--- src/rtl/demux_1to8_deser.sv ---
// 1-to-8 serial-to-parallel deserializer with valid/ready handshakes on both sides,
// a single-entry output slot and partial-word flush.
module demux_1to8_deser #(
    parameter bit MSB_FIRST = 1'b0
) (
    input  logic       clk,
    input  logic       rst_n,
    input  logic       din,
    input  logic       din_valid,
    output logic       din_ready,
    input  logic       flush,
    output logic [7:0] y,
    output logic       y_valid,
    input  logic       y_ready,
    output logic [3:0] y_count
);

    typedef enum logic {
        EMPTY   = 1'b0,
        FILLING = 1'b1
    } asm_state_e;

    asm_state_e state_q, state_d;
    logic [2:0] idx_q, idx_d;
    logic [7:0] asm_q, asm_d;
    logic       flush_pend_q, flush_pend_d;
    logic [7:0] y_q, y_d;
    logic [3:0] y_count_q, y_count_d;
    logic       y_valid_q, y_valid_d;

    logic       slot_free;
    logic       din_ready_c;
    logic       accept;
    logic [2:0] wr_pos;
    logic [7:0] asm_wr;
    logic [3:0] fill_eff;
    logic       fill_nz;
    logic       word_done;
    logic       flush_req;
    logic       flush_ok;
    logic       load;

    always_comb begin
        slot_free   = !y_valid_q || y_ready;
        // Only the 8th bit needs somewhere to go; earlier bits always fit in asm.
        din_ready_c = !((idx_q == 3'd7) && !slot_free);
        accept      = din_valid && din_ready_c;
        wr_pos      = MSB_FIRST ? (3'd7 - idx_q) : idx_q;

        asm_wr = asm_q;
        if (accept) begin
            asm_wr[wr_pos] = din;
        end

        fill_eff  = {1'b0, idx_q} + {3'b000, accept};
        fill_nz   = (state_q == FILLING) || accept;
        word_done = accept && (idx_q == 3'd7);
        flush_req = flush || flush_pend_q;
        flush_ok  = flush_req && slot_free && fill_nz;
        // A flush that coincides with the 8th bit collapses into the same single load.
        load      = word_done || flush_ok;
    end

    always_comb begin
        state_d   = state_q;
        idx_d     = idx_q;
        asm_d     = asm_q;
        y_d       = y_q;
        y_count_d = y_count_q;
        y_valid_d = y_valid_q;
        // Pending survives only while there is something to emit and no load happened.
        flush_pend_d = flush_req && fill_nz && !load;

        if (load) begin
            y_d       = asm_wr;
            y_count_d = fill_eff;
            y_valid_d = 1'b1;
            idx_d     = 3'd0;
            asm_d     = 8'h00;
            state_d   = EMPTY;
        end else begin
            if (y_valid_q && y_ready) begin
                y_valid_d = 1'b0;
            end
            if (accept) begin
                idx_d   = idx_q + 3'd1;
                asm_d   = asm_wr;
                state_d = FILLING;
            end
        end
    end

    always_ff @(posedge clk or negedge rst_n) begin
        if (!rst_n) begin
            state_q      <= EMPTY;
            idx_q        <= 3'd0;
            asm_q        <= 8'h00;
            flush_pend_q <= 1'b0;
            y_q          <= 8'h00;
            y_count_q    <= 4'd0;
            y_valid_q    <= 1'b0;
        end else begin
            state_q      <= state_d;
            idx_q        <= idx_d;
            asm_q        <= asm_d;
            flush_pend_q <= flush_pend_d;
            y_q          <= y_d;
            y_count_q    <= y_count_d;
            y_valid_q    <= y_valid_d;
        end
    end

    assign din_ready = din_ready_c;
    assign y         = y_q;
    assign y_count   = y_count_q;
    assign y_valid   = y_valid_q;

    a_slot_hold: assert property (@(posedge clk) disable iff (!rst_n)
        (y_valid_q && !y_ready) |=> (y_valid_q && $stable(y_q) && $stable(y_count_q)));

    a_state_idx: assert property (@(posedge clk) disable iff (!rst_n)
        ((state_q == EMPTY) == (idx_q == 3'd0)));

    a_count_range: assert property (@(posedge clk) disable iff (!rst_n)
        y_valid_q |-> ((y_count_q != 4'd0) && (y_count_q <= 4'd8)));

endmodule

--- config.mk ---
export PLATFORM = sky130hd
export DESIGN_NAME = demux_1to8_deser
export DESIGN_NICKNAME = d
export VERILOG_FILES = /design/src/rtl/demux_1to8_deser.sv
export SDC_FILE = /design/constraint.sdc
export NUM_CORES = 1
export LEC_CHECK = 0
export BUFFER_PORTS_ARGS = -buffer_cell sky130_fd_sc_hd__buf_4
export CORE_AREA = 3 3 52 54
export DETAILED_ROUTE_END_ITERATION = 7
export DIE_AREA = 0 0 55 57
export MAX_ROUTING_LAYER = met4
export PLACE_DENSITY = 0.75
export SLEW_MARGIN = 20
export SYNTH_ARGS = -nofsm -noshare
export SYNTH_HDL_FRONTEND = slang
export SYNTH_SLANG_ARGS = --single-unit
export TNS_END_PERCENT = 5
--- constraint.sdc ---
create_clock -name clk -period 6.15 [get_ports clk]
set_input_delay 0.615 -clock clk [delete_from_list [all_inputs] [get_ports clk]]
set_output_delay 0.615 -clock clk [all_outputs]
set_load 0.01 [all_outputs]
## After elaboration in Yosys (flattened, before gate mapping)

Cells that the tools add are included.
W data, S select, Z words.

| operators by class | value |
|---|---|
| add/subtract/negate cells | 2 |
| $lt $le $gt $ge | 2 |
| equality and inequality tests | 1 |
| muxes and demuxes | 12 |
| reduce and logical (&&, ||, !) cells | 19 |

Operator list:

| cell | count |
|---|---|
| $mux W8 | 3 |
| $logic_and A1 B1 Y1 | 9 |
| $bwmux W8 | 1 |
| $mux W3 | 2 |
| $mux W1 | 5 |
| $add A3 B1 Y4 | 1 |
| $logic_not A1 Y1 | 4 |
| $logic_or A1 B1 Y1 | 4 |
| $lt A3 B4 Y1 const B | 1 |
| $reduce_bool A2 Y1 | 2 |
| $add A3 B1 Y3 const B | 1 |
| $demux W1 S3 | 1 |
| $eq A3 B3 Y1 const B | 1 |
| $ge A3 B1 Y1 const B | 1 |

| storage, ports and cells | value |
|---|---|
| register bits | 26 |
| input port bits | 6 |

## Logic depth before layout (Yosys ltp)

Gate-level depths: netlist (run 1).

| depth | value |
|---|---|
| depth after elaboration | 11 |
| depth in mapped cells | 10 |
| depth with buffers taken out | 9 |

## Worst setup path after synthesis (run 1)

Ideal clock, no wire load.

| timing | value |
|---|---|
| kind | flip-flop to flip-flop |
| start point | reg idx_q[0] |
| end point | reg y_count_q[1], in the netlist y_count[1] |
| data arrival time | 1.992 ns |
| data required time | 6.025 ns |
| path slack | 4.033 ns |
| cell stages (with the launch flop) | 10 |
| buffers on the path | 1 |
| period minus slack after synthesis | 2.117 ns |
| cells stage by stage | dfrtp_1 ha_1 ha_1 nand3b_2 buf_6 nand2_1 inv_1 ha_1 ha_1 mux2_2 |

| on the way | value |
|---|---|
| elaborated cells on any way between the ends | 9 |
| classes of those cells | add/sub: 1; eq/ne: 1; reduce/logical: 7 |

RTL lines:

| item | RTL line | text |
|---|---|---|
| start: declaration | 24 | `logic [2:0] idx_q, idx_d;` |
| start signal: assignment | 104 | `idx_q <= idx_d;` |
| $eq A3 B3 Y1 | 46 | `din_ready_c = !((idx_q == 3'd7) && !slot_free);` |
| $logic_and A1 B1 Y1 | 46 |  |
| $logic_not A1 Y1 | 46 |  |
| via din_ready | 10 | `output logic din_ready,` |
| $logic_and A1 B1 Y1 | 47 | `accept = din_valid && din_ready_c;` |
| $add A3 B1 Y4 | 55 | `fill_eff = {1'b0, idx_q} + {3'b000, accept};` |
| via fill_eff[1] | 36 | `logic [3:0] fill_eff;` |
| end signal: assignment | 108 | `y_count_q <= y_count_d;` |
| end: declaration | 28 | `logic [3:0] y_count_q, y_count_d;` |

The timed path passes the listed nets, and every way through them passes these cells.
A chain may end at the register's enable or synchronous reset.

## Worst setup path after layout (run 1)

| timing | value |
|---|---|
| start point | reg idx_q[0] |
| end point | out din_ready |

| on the way | value |
|---|---|
| cells in the longest elaborated chain, start to end | 3 |

Ends and longest elaborated chain:

| item | RTL line |
|---|---|
| $eq A3 B3 Y1 | 46 |
| $logic_and A1 B1 Y1 | 46 |
| $logic_not A1 Y1 | 46 |
| end: declaration | 10 |

Every way passes these cells.

==> results.json, run 1 <==
{
  "status": "completed",
  "drc": 0,
  "post_cts_buffers": 0,
  "clockBufferDepth": 2,
  "synth_seq_cells": 26,
  "p_per_area_nw_per_um2": 380.7,
  "cts_root_buf": "clkbuf_4",
  "instances_no_fill": 157,
  "numCtsBuffers": 3,
  "antenna_left": 0,
  "syn_area_per_cell_um2": 10.89,
  "yosysMostFrequentCell": "dfrtp_1",
  "muxShareOfSynthArea_pct": 8.410,
  "cts_resized": 0,
  "post-route-min-period_ns": 2.383,
  "fin_area_um2": 1389,
  "synth_flop_cell": "dfrtp_1",
  "nets": 140,
  "peakVddDrop_uv": 212.3,
  "finalSetupViolCount": 0,
  "timing.slew.headroom_pct": 47.92,
  "wl_mm": 2.094,
  "path_class": "reg2out",
  "dr.pass1.iters": 4,
  "yosys_warnings": 0,
  "fmax_ghz": 0.4196,
  "route.vias.total": 832,
  "p_leak_nw": 0.6995,
  "fin_crit_sh_pct": 38.75,
  "cp-start-kind": "flip-flop",
  "antenna_cells": 0,
  "dieWidth_um": 55,
  "syn_nets": 122,
  "hold_viol": 0,
  "synth_top_area_cell": "dfrtp_1",
  "crit_arrival_ns": 1.77,
  "synthAdderAreaFrac_pct": 4.103,
  "fin_tns_setup_ns": 0,
  "required_ns": 5.53,
  "drive_gt1_share_pct": 24.81,
  "worst_pin_slew_ns": 0.7794,
  "port_buffers": 19,
  "cp_max_fo": 12,
  "grt_pass1_wl_mm": 3.567,
  "core_area_um2": 2255,
  "synth_top_family_by_area": "simple AND/OR/NAND/NOR gates",
  "numClockSinks": 26,
  "fin_worst_skew_ns": 0.002625,
  "totalPowerFinal_mw": 0.5287,
  "synth_enable_flop_cells": 0,
  "report.final.slew_viol_count": 0,
  "wl_per_cell_um": 13.34,
  "place_ws_ns": 3.852,
  "yosys.area_share.simple_pct": 17.85,
  "start_util_pct": 54.11,
  "hold_class": "in2async",
  "synth_xor_area_share_pct": 1.436,
  "drt_iter0_drc": 25,
  "ys_async_sr_fraction_pct": 100.0,
  "grt_max_degree": 34,
  "io_pins": 20,
  "grt_usage_pct": 16.13,
  "die_height_um": 57,
  "cts_tree": "built",
  "area_growth_pct": 13.85,
  "grt-ovfl-total": 0,
  "synth_top_area_share_pct": 53.33,
  "dp.cells": 153,
  "yosys.cell_types.count": 29,
  "holdWs_ns": 0.1765,
  "synth_compound_area_share_pct": 10.56,
  "yosys-top-cells-area": "dfrtp_1, mux2i_1, nor2_1",
  "worst_slack_ns": 3.767,
  "synthTopCellsByCount": "dfrtp_1, nor2_1, a21oi_1",
  "cp-end-kind": "output port",
  "clkTransAtPathRegs_ns": 0.13,
  "cts.hold.buffers_added": 0,
  "cts_max_level": 1,
  "antenna_found_initial": 0,
  "post_dp_cell_area_um2": 1353,
  "row_count": 17,
  "synthCells": 112,
  "post_synth_instance_area_um2": 1220,
  "max_cap_violations": 0,
  "grt_pass1_vias": 824,
  "gp_congestion": 0.8879,
  "seq_area_frac_synth_pct": 53.33,
  "postLayoutCoreUtil_pct": 61.60,
  "rsz0062_at_grt": "no",
  "via_per_inst": 5.299,
  "clock_latency_ns": 0.31,
  "die_area_um2": 3135,
  "hpwl_mm": 1.462
}
cell families after synthesis:
family / count (synthesis)
mux: 10
buf+inv: 8
simple gates: 44
flops: 26
fa+ha+maj: 4
compound gates: 18
xor+xnor: 2
power by group:
part	internal, mW	switching, mW
sequential	0.220	0.0391
combinational	0.0925	0.0935
clock	0.0362	0.0471
total	0.349	0.180
registers in the layout, summed over array words and instances, names as in the netlist:
signal        count
asm_q             8
flush_pend_q      1
idx_q             3
state_q           1
y                 8
y_count           4
y_valid           1
routing by layer:
layer  track usage [%]  routed length [um]  share of wire [%]
met1             21.37                 970                 46
met2             23.14                 992                 47
met3             3.655                  96                4.6
met4             7.639                  34                1.6
met5                 -                   0                  0
final timing paths:
| path | startpoint | to | slack [ns] | depth (start not counted) |
|---|---|---|---|---|
| max in group asynchronous | rst_n | y[2] | 5.73 | 1 |
| min in group clk | y_count[1] | y_count[1] | 0.53 | 1 |
| hold / removal | rst_n | y_count[3] | 0.18 | 1 |
| hold reg to reg | y_count[1] | y_count[1] | 0.53 | 1 |
| setup / recovery | idx_q[0] | din_ready | 3.77 | 4 |
| setup reg to reg | idx_q[0] | y_count[1] | 3.83 | 8 |
placed cells by master (no fill, tap or decap), drive strengths merged:
master and n:
o22ai 1, xnor2 1, a211oi 1, nand2 5, nand3 8, and2 1, mux2 2, nand2b 1
clkbuf 4, buf 19, nor2b 2, nor2 20, nand4 4, inv 2, o21ai 2, o31ai 1
ha 4, and2b 2, mux2i 8, xor2 1, a21oi 13, nand3b 1, dfrtp 26
critical path: stages (launching register included):
cell	delay [ns]
dfrtp_1	0.51
ha_1	0.19
ha_1	0.26
nand3b_2	0.25
buf_4	0.23
cell type report:
| type | count | area, um2 |
|---|---|---|
| flip-flops and latches | 26 | 650.6 |
| repair buffers | 19 | 142.6 |
| inverters | 2 | 7.507 |
| fillers | 194 | 865.8 |
| multi-input cells | 78 | 516.7 |
| clock buffers | 4 | 36.28 |
| well taps | 28 | 35.03 |
(Power assumes the default switching activity.)
==> inputs of run 2 (changes only) <==
==> constraint.sdc (replaced) <==
create_clock -name clk -period 2.3 [get_ports clk]
set_input_delay 0.23 -clock clk [delete_from_list [all_inputs] [get_ports clk]]
set_output_delay 0.23 -clock clk [all_outputs]
set_load 0.01 [all_outputs]
==> run 2 against run 1 <==
Compared with the run above:
- worst setup slack lost 3.6 ns
- flip-flop and latch count is the same
- critical path depth grew 4
- sequential power grew to 2.7 times the previous value
- count of clock-buffer cells in the layout is the same
- sequential share of layout area shrank 0.83 points
- via count grew 4.6%
- cell count grew 1.9%
- clock skew grew 0.011 ns
- routed wire length grew 6.4%
==> results.json, run 2 (synthesized netlist as in run 1, its figures left out) <==
{
  "status": "completed",
  "hold_class": "in2reg",
  "antenna_cells": 0,
  "p_leak_nw": 0.7129,
  "gp_congestion": 0.8726,
  "clock_latency_ns": 0.32,
  "cp-end-kind": "flip-flop",
  "hold_viol": 0,
  "nets": 143,
  "port_buffers": 19,
  "grt_pass1_vias": 907,
  "fmax_ghz": 0.4626,
  "critical-path-slowest-cell": "dfrtp_1",
  "die_area_um2": 3135,
  "drc": 0,
  "fillers": 191,
  "critPathMaxStageDelay_ns": 0.54,
  "crit_arrival_ns": 2.37,
  "via_per_inst": 5.438,
  "grt_max_degree": 27,
  "dr.pass1.iters": 4,
  "cts_root_buf": "clkbuf_4",
  "fin_crit_sh_pct": 93.98,
  "instances_no_fill": 160,
  "pwr-share-clk_pct": 15.8,
  "path_class": "reg2reg",
  "dieWidth_um": 55,
  "finalSetupViolCount": 0,
  "antenna_left": 0,
  "area_growth_pct": 15.90,
  "required_ns": 2.51,
  "peakVddDrop_uv": 642.4,
  "cts_resized": 0,
  "post-route-min-period_ns": 2.161,
  "switching_share_pct": 34.32,
  "cts_tree": "built",
  "clockBufferDepth": 2,
  "drt_iter0_drc": 12,
  "post_cts_buffers": 0,
  "cts_max_level": 1,
  "max_cap_violations": 0,
  "hpwl_mm": 1.640,
  "clkTransAtPathRegs_ns": 0.14,
  "worst_pin_slew_ns": 0.4470,
  "critPathTopFamily": "adder cells",
  "intPower_mw": 0.9391,
  "core_area_um2": 2255,
  "mostFrequentLayoutCell": "dfrtp_1",
  "path_cells": "ha_1, ha_1, nand3b_2, nand2_1, inv_1, ha_1, ha_1, mux2_2",
  "fin_worst_skew_ns": 0.01403,
  "dp.cells": 155,
  "numClockSinks": 26,
  "combinationalPowerShare_pct": 35.8,
  "grt-ovfl-total": 0,
  "die_height_um": 57,
  "antenna_found_initial": 0,
  "cp_max_fo": 8,
  "final_cell_mix": "dfrtp_1, buf_4, nor2_1, a21oi_1",
  "grt_pass1_wl_mm": 3.829,
  "cp-start-kind": "flip-flop",
  "crit_buf_inv": 1,
  "numCtsBuffers": 3,
  "start_util_pct": 54.11,
  "row_count": 17,
  "io_pins": 20,
  "postLayoutCoreUtil_pct": 62.71,
  "report.final.slew_viol_count": 0,
  "rsz0062_at_grt": "no",
  "drive_gt1_share_pct": 25.76,
  "switching_power_mw": 0.4908,
  "p_per_area_nw_per_um2": 1011,
  "timing.critical_path.mode_cell": "ha_1",
  "grt_usage_pct": 16.92,
  "wl_mm": 2.229,
  "fin_tns_setup_ns": 0,
  "holdWs_ns": 0.1869,
  "timing.slew.headroom_pct": 70.14,
  "route.vias.total": 870,
  "wl_per_cell_um": 13.93,
  "totalPowerFinal_mw": 1.430,
  "p_seq_share_pct": 48.3
}
## run 2: cell count changes in the layout (fill, tap and decap cells not counted)
cell           previous run  this run
buf_4                    19        21
dlygate4sd3_1             0         1
## run 2: final cells by class
type,instances,area (um2),share of cell area (%)
inverters,2,7.507,0.5310
multi-input cells,78,516.7,36.55
well taps,28,35.03,2.478
repair buffers,22,167.7,11.86
flip-flops and latches,26,650.6,46.02
clock buffers,4,36.28,2.566
## run 2: repair_timing
action	CTS	global route
hold endpoints to repair	26	0
endpoints found under the setup margin	0	0
hold buffers	1	0
## run 2: through the flow
step | area, um2 | setup slack [ns]
final | 1414 | 0.1385
after global routing | 1414 | 0.04840
after CTS | 1414 | 0.1562
after detailed placement | 1368 | 0.1918
after global placement | 1368 | 0.2796
after floorplan | 1220 | 0.1831
## run 2: power by group through the flow
stage | logic (mW) | registers [mW] | clock network (mW)
final | 0.512 | 0.691 | 0.226
after global routing | 0.574 | 0.712 | 0.251
after CTS | 0.520 | 0.693 | 0.235
after detailed placement | 0.517 | 0.700 | 0
after global placement | 0.501 | 0.692 | 0
after floorplan | 0.272 | 0.726 | 0
## run 2: path summary, 6_finish.rpt
check | start | endpoint | slack, ns | cells after the start
max | idx_q[0] | y_count[1] | 0.14 | 8
min | flush | y_valid | 0.19 | 3
max reg2reg | idx_q[0] | y_count[1] | 0.14 | 8
min reg2reg | y_count[1] | y_count[1] | 0.53 | 1
max in group asynchronous | rst_n | asm_q[7] | 1.71 | 2
min in group asynchronous | rst_n | y_valid | 0.33 | 2
## run 2: worst register-to-register path, stage by stage (launching register included)
cell and delay [ns]:
dfrtp_1 0.54, ha_1 0.20, ha_1 0.26, nand3b_2 0.11, nand2_1 0.14, inv_1 0.07, ha_1 0.20, ha_1 0.27
mux2_2 0.26
## run 2: routing by layer
layer | track usage [%] | part of all wire (%) | vias to the layer above
met2 | 27.36 | 50 | 21
met4 | 6.597 | 2.8 | 0
met3 | 3.394 | 4.0 | 8
met1 | 20.27 | 43 | 418
met5 | - | 0 | -
li1 | - | - | 423
